===== src/rtl/arb_pkg.sv =====
// Shared types and defaults for the IF/MEM memory port arbiter.
// Holds the FSM state, grant encoding, default limits and a counter-width helper.
package arb_pkg;

    typedef enum logic [1:0] {
        IDLE,
        BUSY_I,
        BUSY_D
    } arb_state_t;

    typedef enum logic [1:0] {
        GNT_NONE,
        GNT_I,
        GNT_D
    } grant_t;

    localparam int DEF_MAX_D_STREAK = 4;
    localparam int DEF_TIMEOUT      = 16;

    function automatic int cnt_width(input int max_val);
        return (max_val < 1) ? 1 : $clog2(max_val + 1);
    endfunction

endpackage


===== src/rtl/mem_port_arbiter_if.sv =====
// Pipeline-side requests plus memory-side strobes of the shared memory port.
// slave = the arbiter, master = the pipeline and memory surrounding it.
interface mem_port_arbiter_if #(
    parameter int AW = 32,
    parameter int DW = 32
);
    logic          if_req;
    logic [AW-1:0] if_addr;
    logic [DW-1:0] if_rdata;
    logic          if_ack;

    logic          d_read;
    logic          d_write;
    logic [AW-1:0] d_addr;
    logic [DW-1:0] d_wdata;
    logic [DW-1:0] d_rdata;
    logic          d_ack;

    logic          hold_if;
    logic          hold_mem;
    logic          err;

    logic          mem_req;
    logic          mem_we;
    logic [AW-1:0] mem_addr;
    logic [DW-1:0] mem_wdata;
    logic [DW-1:0] mem_rdata;
    logic          mem_ready;

    modport slave (
        input  if_req, if_addr, d_read, d_write, d_addr, d_wdata,
        input  mem_rdata, mem_ready,
        output if_rdata, if_ack, d_rdata, d_ack, hold_if, hold_mem, err,
        output mem_req, mem_we, mem_addr, mem_wdata
    );

    modport master (
        output if_req, if_addr, d_read, d_write, d_addr, d_wdata,
        output mem_rdata, mem_ready,
        input  if_rdata, if_ack, d_rdata, d_ack, hold_if, hold_mem, err,
        input  mem_req, mem_we, mem_addr, mem_wdata
    );

endinterface


===== src/rtl/arb_sat_counter.sv =====
// Saturating up-counter with synchronous clear; clear wins over increment.
// Output is the registered count, updated one cycle after clr_i/inc_i.
module arb_sat_counter
    import arb_pkg::*;
#(
    parameter int MAX = 4,
    parameter int W   = cnt_width(MAX)
) (
    input  logic         clk,
    input  logic         rst,
    input  logic         clr_i,
    input  logic         inc_i,
    output logic [W-1:0] cnt_o
);

    localparam logic [W-1:0] MAX_V = W'(MAX);

    logic [W-1:0] cnt_q;
    logic [W-1:0] cnt_d;

    always_comb begin
        cnt_d = cnt_q;
        if (clr_i) begin
            cnt_d = '0;
        end else if (inc_i && (cnt_q != MAX_V)) begin
            cnt_d = cnt_q + W'(1);
        end
    end

    always_ff @(posedge clk) begin
        if (rst) begin
            cnt_q <= '0;
        end else begin
            cnt_q <= cnt_d;
        end
    end

    assign cnt_o = cnt_q;

endmodule


===== src/rtl/mem_port_arbiter.sv =====
// Arbitrates one single-port memory between instruction fetch and load/store; 2-cycle best case.
// Requesters stall on hold_if/hold_mem until their ack; a silent memory is aborted with err.
module mem_port_arbiter
    import arb_pkg::*;
#(
    parameter int MAX_D_STREAK = DEF_MAX_D_STREAK,
    parameter int TIMEOUT      = DEF_TIMEOUT,
    parameter int AW           = 32,
    parameter int DW           = 32
) (
    input  logic               clk,
    input  logic               rst,
    mem_port_arbiter_if.slave  bus
);

    localparam int SW = cnt_width(MAX_D_STREAK);
    localparam int TW = cnt_width(TIMEOUT);
    localparam logic [SW-1:0] STREAK_MAX = SW'(MAX_D_STREAK);
    localparam logic [TW-1:0] TMO_LAST   = TW'(TIMEOUT - 1);

    arb_state_t    state_q;
    logic          mem_req_q;
    logic          mem_we_q;
    logic [AW-1:0] mem_addr_q;
    logic [DW-1:0] mem_wdata_q;
    logic [DW-1:0] if_rdata_q;
    logic [DW-1:0] d_rdata_q;
    logic          if_ack_q;
    logic          d_ack_q;
    logic          err_q;

    grant_t        grant_d;
    logic          d_pend;
    logic          turnaround;
    logic          busy;
    logic          tmo_hit;
    logic          streak_clr;
    logic          streak_inc;
    logic          tmo_clr;
    logic          tmo_inc;
    logic [SW-1:0] streak_cnt;
    logic [TW-1:0] tmo_cnt;

    assign d_pend = bus.d_read | bus.d_write;
    assign busy   = (state_q != IDLE);

    // The ack/err cycle still shows the finished request, so no grant is made then.
    assign turnaround = if_ack_q | d_ack_q | err_q;

    always_comb begin
        grant_d = GNT_NONE;
        if ((state_q == IDLE) && !turnaround) begin
            if (d_pend && !((streak_cnt == STREAK_MAX) && bus.if_req)) begin
                grant_d = GNT_D;
            end else if (bus.if_req) begin
                grant_d = GNT_I;
            end
        end
    end

    assign streak_inc = (grant_d == GNT_D) && bus.if_req;
    assign streak_clr = (grant_d == GNT_I) || ((grant_d == GNT_D) && !bus.if_req);
    assign tmo_clr    = (grant_d != GNT_NONE);
    assign tmo_inc    = busy && !bus.mem_ready;
    assign tmo_hit    = busy && !bus.mem_ready && (tmo_cnt == TMO_LAST);

    arb_sat_counter #(.MAX(MAX_D_STREAK), .W(SW)) u_streak (
        .clk   (clk),
        .rst   (rst),
        .clr_i (streak_clr),
        .inc_i (streak_inc),
        .cnt_o (streak_cnt)
    );

    arb_sat_counter #(.MAX(TIMEOUT), .W(TW)) u_timeout (
        .clk   (clk),
        .rst   (rst),
        .clr_i (tmo_clr),
        .inc_i (tmo_inc),
        .cnt_o (tmo_cnt)
    );

    always_ff @(posedge clk) begin
        if (rst) begin
            state_q     <= IDLE;
            mem_req_q   <= 1'b0;
            mem_we_q    <= 1'b0;
            mem_addr_q  <= '0;
            mem_wdata_q <= '0;
            if_rdata_q  <= '0;
            d_rdata_q   <= '0;
            if_ack_q    <= 1'b0;
            d_ack_q     <= 1'b0;
            err_q       <= 1'b0;
        end else begin
            if_ack_q <= 1'b0;
            d_ack_q  <= 1'b0;
            err_q    <= 1'b0;
            case (state_q)
                IDLE: begin
                    case (grant_d)
                        GNT_D: begin
                            mem_addr_q  <= bus.d_addr;
                            mem_wdata_q <= bus.d_wdata;
                            mem_we_q    <= bus.d_write;
                            mem_req_q   <= 1'b1;
                            state_q     <= BUSY_D;
                        end
                        GNT_I: begin
                            mem_addr_q  <= bus.if_addr;
                            mem_wdata_q <= '0;
                            mem_we_q    <= 1'b0;
                            mem_req_q   <= 1'b1;
                            state_q     <= BUSY_I;
                        end
                        default: ;
                    endcase
                end
                BUSY_I, BUSY_D: begin
                    if (bus.mem_ready) begin
                        if (state_q == BUSY_I) begin
                            if_rdata_q <= bus.mem_rdata;
                            if_ack_q   <= 1'b1;
                        end else begin
                            d_rdata_q <= bus.mem_rdata;
                            d_ack_q   <= 1'b1;
                        end
                        mem_req_q <= 1'b0;
                        mem_we_q  <= 1'b0;
                        state_q   <= IDLE;
                    end else if (tmo_hit) begin
                        err_q     <= 1'b1;
                        mem_req_q <= 1'b0;
                        mem_we_q  <= 1'b0;
                        state_q   <= IDLE;
                    end
                end
                default: state_q <= IDLE;
            endcase
        end
    end

    assign bus.mem_req   = mem_req_q;
    assign bus.mem_we    = mem_we_q;
    assign bus.mem_addr  = mem_addr_q;
    assign bus.mem_wdata = mem_wdata_q;
    assign bus.if_rdata  = if_rdata_q;
    assign bus.d_rdata   = d_rdata_q;
    assign bus.if_ack    = if_ack_q;
    assign bus.d_ack     = d_ack_q;
    assign bus.err       = err_q;
    assign bus.hold_if   = bus.if_req & ~if_ack_q;
    assign bus.hold_mem  = d_pend & ~d_ack_q;

endmodule


===== src/flat_wrapper.sv =====
// flat-port wrapper written by rule: the top's interface ports become plain ports
module mem_port_arbiter_flat import arb_pkg::*;
#(
    parameter int MAX_D_STREAK = DEF_MAX_D_STREAK,
    parameter int TIMEOUT      = DEF_TIMEOUT,
    parameter int AW           = 32,
    parameter int DW           = 32
)
  (clk, rst, bus_if_req, bus_if_addr, bus_d_read, bus_d_write, bus_d_addr, bus_d_wdata, bus_mem_rdata, bus_mem_ready, bus_if_rdata, bus_if_ack, bus_d_rdata, bus_d_ack, bus_hold_if, bus_hold_mem, bus_err, bus_mem_req, bus_mem_we, bus_mem_addr, bus_mem_wdata);
  mem_port_arbiter_if #(.AW(AW), .DW(DW)) bus_i ();
  input  logic clk;
  input  logic rst;
  input wire logic [$bits(bus_i.if_req)-1:0] bus_if_req;
  input wire logic [$bits(bus_i.if_addr)-1:0] bus_if_addr;
  input wire logic [$bits(bus_i.d_read)-1:0] bus_d_read;
  input wire logic [$bits(bus_i.d_write)-1:0] bus_d_write;
  input wire logic [$bits(bus_i.d_addr)-1:0] bus_d_addr;
  input wire logic [$bits(bus_i.d_wdata)-1:0] bus_d_wdata;
  input wire logic [$bits(bus_i.mem_rdata)-1:0] bus_mem_rdata;
  input wire logic [$bits(bus_i.mem_ready)-1:0] bus_mem_ready;
  output wire logic [$bits(bus_i.if_rdata)-1:0] bus_if_rdata;
  output wire logic [$bits(bus_i.if_ack)-1:0] bus_if_ack;
  output wire logic [$bits(bus_i.d_rdata)-1:0] bus_d_rdata;
  output wire logic [$bits(bus_i.d_ack)-1:0] bus_d_ack;
  output wire logic [$bits(bus_i.hold_if)-1:0] bus_hold_if;
  output wire logic [$bits(bus_i.hold_mem)-1:0] bus_hold_mem;
  output wire logic [$bits(bus_i.err)-1:0] bus_err;
  output wire logic [$bits(bus_i.mem_req)-1:0] bus_mem_req;
  output wire logic [$bits(bus_i.mem_we)-1:0] bus_mem_we;
  output wire logic [$bits(bus_i.mem_addr)-1:0] bus_mem_addr;
  output wire logic [$bits(bus_i.mem_wdata)-1:0] bus_mem_wdata;
  assign bus_i.if_req = bus_if_req;
  assign bus_i.if_addr = bus_if_addr;
  assign bus_i.d_read = bus_d_read;
  assign bus_i.d_write = bus_d_write;
  assign bus_i.d_addr = bus_d_addr;
  assign bus_i.d_wdata = bus_d_wdata;
  assign bus_i.mem_rdata = bus_mem_rdata;
  assign bus_i.mem_ready = bus_mem_ready;
  assign bus_if_rdata = bus_i.if_rdata;
  assign bus_if_ack = bus_i.if_ack;
  assign bus_d_rdata = bus_i.d_rdata;
  assign bus_d_ack = bus_i.d_ack;
  assign bus_hold_if = bus_i.hold_if;
  assign bus_hold_mem = bus_i.hold_mem;
  assign bus_err = bus_i.err;
  assign bus_mem_req = bus_i.mem_req;
  assign bus_mem_we = bus_i.mem_we;
  assign bus_mem_addr = bus_i.mem_addr;
  assign bus_mem_wdata = bus_i.mem_wdata;
  mem_port_arbiter #(.MAX_D_STREAK(MAX_D_STREAK), .TIMEOUT(TIMEOUT), .AW(AW), .DW(DW)) u_core (.clk(clk), .rst(rst), .bus(bus_i));
endmodule

===== config.mk =====
export PLATFORM = sky130hd
export DESIGN_NAME = mem_port_arbiter_flat
export DESIGN_NICKNAME = d
export VERILOG_FILES = /design/src/rtl/arb_pkg.sv /design/src/rtl/mem_port_arbiter_if.sv /design/src/rtl/arb_sat_counter.sv /design/src/rtl/mem_port_arbiter.sv /design/src/flat_wrapper.sv
export SDC_FILE = /design/constraint.sdc
export NUM_CORES = 1
export LEC_CHECK = 0
export BUFFER_PORTS_ARGS = -buffer_cell sky130_fd_sc_hd__buf_2
export CORE_MARGIN = 2
export CORE_UTILIZATION = 50
export CTS_BUF_LIST = sky130_fd_sc_hd__clkbuf_8
export CTS_CLUSTER_SIZE = 30
export DETAILED_ROUTE_END_ITERATION = 10
export GPL_TIMING_DRIVEN = 0
export MAX_ROUTING_LAYER = met4
export PLACE_DENSITY = 0.89
export SLEW_MARGIN = 40
export SYNTH_ARGS = -nofsm -noshare
export SYNTH_HDL_FRONTEND = slang
export SYNTH_SLANG_ARGS = --single-unit

===== constraint.sdc =====
create_clock -name clk -period 3.95 [get_ports clk]
set_input_delay 0.1975 -clock clk [delete_from_list [all_inputs] [get_ports clk]]
set_output_delay 0.1975 -clock clk [all_outputs]
set_load 0.005 [all_outputs]

* Word level (Yosys, flattened, before mapping)
Index checks and enable logic that the tools add are counted.
** Word-level totals
- Register bits :: 143
- Input bits :: 134
- Word-level logic and storage cells :: 84
** Operators by class
- Add/sub/neg operators :: 2
- Eq/ne operators :: 11
- Multiplexer cells :: 18
- Bitwise logic cells :: 10
- Reduce and logical (&&, ||, !) cells :: 31
** Operators with widths (number)
- $pmux W32 S2 :: 2
- $reduce_and A3 Y1 :: 4
- $logic_and A1 B1 Y1 :: 9
- $mux W2 :: 4
- $pmux W2 S2 :: 2
- $reduce_bool A2 Y1 :: 4
- $reduce_or A2 Y1 :: 4
- $mux W1 :: 7
- $ne A3 B3 Y1 const B :: 2
- $pmux W1 S2 :: 3
- $reduce_or A3 Y1 :: 2
- $add A5 B1 Y5 const B :: 1
- $eq A5 B4 Y1 const B :: 1
- $ne A5 B5 Y1 const B :: 1
- $not A1 Y1 :: 5
- $eq A2 B1 Y1 const B :: 2
- $eq A2 B2 Y1 const B :: 2
- $logic_not A1 Y1 :: 4
- $reduce_and A2 Y1 :: 2
- $add A3 B1 Y3 const B :: 1
- $eq A3 B3 Y1 const B :: 1
- $ne A3 B2 Y1 const B :: 1
- $or A1 B1 Y1 :: 3
- $and A1 B1 Y1 :: 2
- other kinds (3) :: 3

* Logic depth before layout (Yosys ltp)
- Word-level depth :: 10
- Gate-level depth with buffers :: 12
- Mapped depth without buffers :: 9

* Hierarchy
Synthesis repeated with hierarchy kept, for this count alone.
** Second synthesis, totals
- Cells, all modules :: 675
- Area, all modules :: 5774.3 um^2
** Modules (own cells, without submodules)
- mem_port_arbiter :: times used 1, cells an instance 629, area each 5322.6 um^2
- arb_sat_counter at u_core.u_timeout :: times used 1, cells an instance 29, area each 262.8 um^2
- arb_sat_counter at u_core.u_streak :: times used 1, cells an instance 17, area each 188.9 um^2

* Worst setup path before layout
No wires, ideal clock.
- Kind :: reg-to-reg
- Start point :: register u_core.state_q[1]
- End point :: register u_core.mem_addr_q[12], in the netlist u_core.bus.mem_addr[12]
- Library setup time :: 0.086 ns
- Arrival :: 2.278 ns
- Path slack :: 1.587 ns
- Cell stages (with the launch flop) :: 12
- Buffers on the path :: 4
- Clock period less this slack :: 2.363 ns
- Path through :: dfxtp_1 inv_1 ha_1 buf_6 nor4b_1 nand3_1 ha_1 and2_1 buf_2 buf_2 buf_2 a211oi_1
** On the way
- Cells in the longest elaborated chain, start to end :: 6
- Elaborated cells between the ends (all ways) :: 8
** Ends and longest elaborated chain
- start: declaration :: RTL line mem_port_arbiter.sv:21 : arb_state_t state_q;
- start signal: assignment :: RTL line mem_port_arbiter.sv:85 : state_q <= IDLE;
- start signal: assignment :: RTL line mem_port_arbiter.sv:107 : state_q <= BUSY_D;
- start signal: assignment :: RTL line mem_port_arbiter.sv:114 : state_q <= BUSY_I;
- $logic_not A2 Y1 (*) :: RTL line mem_port_arbiter.sv:52, mem_port_arbiter.sv:99
- $logic_and A1 B1 Y1 :: RTL line mem_port_arbiter.sv:52 : if ((state_q == IDLE) && !turnaround) begin
- $mux W2 :: RTL line mem_port_arbiter.sv:52
- $eq A2 B1 Y1 / $eq A2 B2 Y1 (equally long branches) :: RTL line mem_port_arbiter.sv:101 : case (grant_d)
- $reduce_bool A2 Y1 (no source line)
- $reduce_and A2 Y1 (no source line)
- end signal: assignment :: RTL line mem_port_arbiter.sv:103 : mem_addr_q <= bus.d_addr;
- end signal: assignment :: RTL line mem_port_arbiter.sv:110 : mem_addr_q <= bus.if_addr;
- end: declaration :: RTL line mem_port_arbiter.sv:24 : logic [AW-1:0] mem_addr_q;
Mark *: on every way between the ends. The rest lies on a longest branch, timed or not.
A chain may end at the register's enable or synchronous reset.

* Worst setup path after layout
- Start point :: register u_core.state_q[1]
- End point :: register u_core.mem_addr_q[15], in the netlist u_core.bus.mem_addr[15]
The elaborated chain is that of the path after synthesis.

==> flow_summary.yaml <==
global_routing:
  grt_pass1_vias: 5714
  grt_util_all_layers: 0.2935
  grt_busiest_layer: "met2"
  grt_max_degree: 17
  antenna_found_initial: 0
  gr-usage-met2: 0.4838
  use_met3: 0.05960
  grt_pass1_wl_microns: 28290
  gr-total-overflow: 0
  grt.met1_usage: 0.3439
timing:
  fin_setup_tns_ps: 0
  final-setup-viol-count: 0
  min_period_ps: 2800
  hold_violations: 0
  slew-limit-headroom: 0.6299
  max_freq_ghz: 0.3572
  drv_slew: 0
  fin_crit_sh: 0.7088
  rsz0062_at_grt: "no"
  worst_pin_slew_ps: 547.5
  finalClockSkew_ps: 11.47
critical_path:
  cp-end-kind: "flip-flop"
  worstPathRequired_ps: 4290
  path_buf_inv: 5
  crit_arrival_ps: 3140
  cp_slowest_cell: "nor4b_1"
  critPathMostFrequentCell: "buf_2"
  cp-start-kind: "flip-flop"
  cp_cell_sequence: "inv_1 > ha_1 > buf_6 > nor4b_1 > nand3_1 > ha_1 > and2_1 > buf_2 > buf_2 > buf_2 > a211oi_1"
  max_stage_delay_ps: 470
  path_class: "flip-flop to flip-flop"
  cpLargestDelayFamily: "simple AND/OR/NAND/NOR gates"
  path_max_fanout: 10
logic_synthesis:
  netlist_area_sq_um: 5698
  synthArstFlopShare: 0
  post-synth-top-area-cell: "dfxtp_1"
  ys_types: 42
  synthTopCellsByArea: "dfxtp_1 (50%), nand2_1 (11%), a21oi_1 (8.9%)"
  yosys-top-cells-count: "nand2_1 (165), dfxtp_1 (143), a21oi_1 (101)"
  synth_nets: 813
  synth-edff-count: 0
  ys_seq_area_frac: 0.5024
  netlist_instances: 669
  ys_ff_latch: 143
  synthFlopType: "dfxtp_1"
  avgSynthCellArea_sq_um: 8.517
  yosys.area.top_type_share: 0.5024
  yosysWarnings: 0
  yosysMostFrequentCell: "nand2_1"
clocking:
  cts-htree-levels: 4
  cts_setup_buffers: 0
  clk_latency_ps: 430
  clock_sinks: 143
  cts_root_buf: "clkbuf_8"
  clockBufferDepth: 2
  cts_tree: "done"
  numCtsBuffers: 17
  clkSlewWorstSetupHoldPaths_ps: 80
placed_design:
  dp_hpwl_microns: 12810
  portBuffers: 267
  gp_congestion: 0.8651
  dpl-instance-area_sq_um: 7209
drt:
  drtAntennaViolNets: 0
  drc: 0
  viasPerCell: 5.293
  wl_per_cell_microns: 15.75
  drtIter0Drc: 458
  drt-total-wl_microns: 17820
  firstDrtPassIters: 5
  vias: 5992
pwr:
  power_density_nw_per_um2: 584.0
  p_leak_nw: 3.508
  irDropWorstVdd_v: 0.0004260
job:
  cap_viol_max_count: 0
finish:
  finish.net_count: 1123
  drive_above_1_share: 0.3296
  diodes: 0
  stdcell_area_sq_um: 7848
  areaGrowthSynthToFinish_pct: 37.73
die:
  io_pins: 269
  initial_core_util: 0.5188
  dieArea_sq_um: 12270
  die_y_microns: 110.8
  fp.dieW_microns: 110.8
  coreArea_sq_um: 10980
  num_rows: 38
outcome:
  status: "completed"
min_path:
  min_path_type: "input port to flip-flop"
## layout by cell type (no fill, tap or decap), drive strengths merged, types with 2 or more instances in the layout
cell type	instances
a211oi	32
mux2i	32
nor2	41
nand2	165
a31oi	2
and3	4
dlygate4sd3	24
a21oi	101
clkinvlp	4
nand3	6
nor2b	4
buf	296
o21ai	4
nand3b	33
nand2b	4
dfxtp	143
clkinv	5
ha	10
clkbuf	45
or3	2
bufinv	2
inv	11
a32o	2
## cell type report
class	instances	area [sq um]
timing repair buffer	291	1577
fill	849	3136
inverter	9	33.78
clock buffer	19	261.5
multi-input combinational	462	2547
sequential	143	2863
clock inverter	13	136.4
tap	140	175.2
buffer	55	254.0
## repair_timing
item                      4_1_cts  5_1_grt
resized for setup               0        0
hold buffers                   23        1
hold endpoints to repair       30        1
## power breakdown
group / switching, mW / internal [mW] / total, mW
Combinational: 0.912 / 0.643 / 1.56
Sequential: 0.138 / 1.73 / 1.87
Clock: 0.567 / 0.595 / 1.16
Total: 1.62 / 2.97 / 4.58
## through the flow
stage               hold WS, ps  setup slack (ps)  power (mW)  std cells    util
floorplan                 333.5              1587       2.802        669       -
global placement          435.0              1235       3.370       1076  0.6564
detailed placement        442.1              1196       3.415       1076  0.6564
CTS                      0.1251              1182       4.579       1131  0.7136
global route              2.359             878.8       4.855       1132  0.7145
finish                    17.49              1150       4.583       1132  0.7145
## sequential cells by signal, indices dropped and copies added (netlist names), 2 cells and up
register and cells:
u_core.u_streak.cnt_o 3, u_core.bus.mem_addr 32, u_core.bus.if_rdata 32, u_core.state_q 2, u_core.u_timeout.cnt_o 5, u_core.bus.mem_wdata 32, u_core.bus.d_rdata 32
## per-layer routing
metal / up-vias / wire length, microns / share of wire
li1: 2897 / - / -
met1: 2755 / 7189 / 0.40
met2: 283 / 8852 / 0.50
met3: 57 / 1093 / 0.061
met4: 0 / 689 / 0.039
met5: - / 0 / 0
## final timing paths
check,startpoint,slack [ps],to,cells past startpoint
worst max-delay path,u_core.state_q[1],1150,u_core.bus.mem_addr[15],11
worst min-delay path,bus_mem_rdata[8],20,u_core.bus.if_rdata[8],3
worst max register to register,u_core.state_q[1],1150,u_core.bus.mem_addr[15],11
worst min register to register,u_core.bus.mem_wdata[28],450,u_core.bus.mem_wdata[28],2
## worst reg2reg max path: stages (launching register included)
cell,delay (ps)
dfxtp_1,320
inv_1,80
ha_1,160
buf_6,120
nor4b_1,470
nand3_1,190
ha_1,370
and2_1,170
buf_2,170
buf_2,210
buf_2,200
a211oi_1,250
## cells by family after synthesis
family / share of synthesized area
AND/OR/NAND/NOR: 0.2167
AO/OA/AOI/OAI: 0.1522
flip-flops: 0.5024
buffers and inverters: 0.05050
multiplexers: 0.05621
adder cells (fa/ha/maj): 0.02196
No activity file was read; power rests on OpenSTA's default activity.
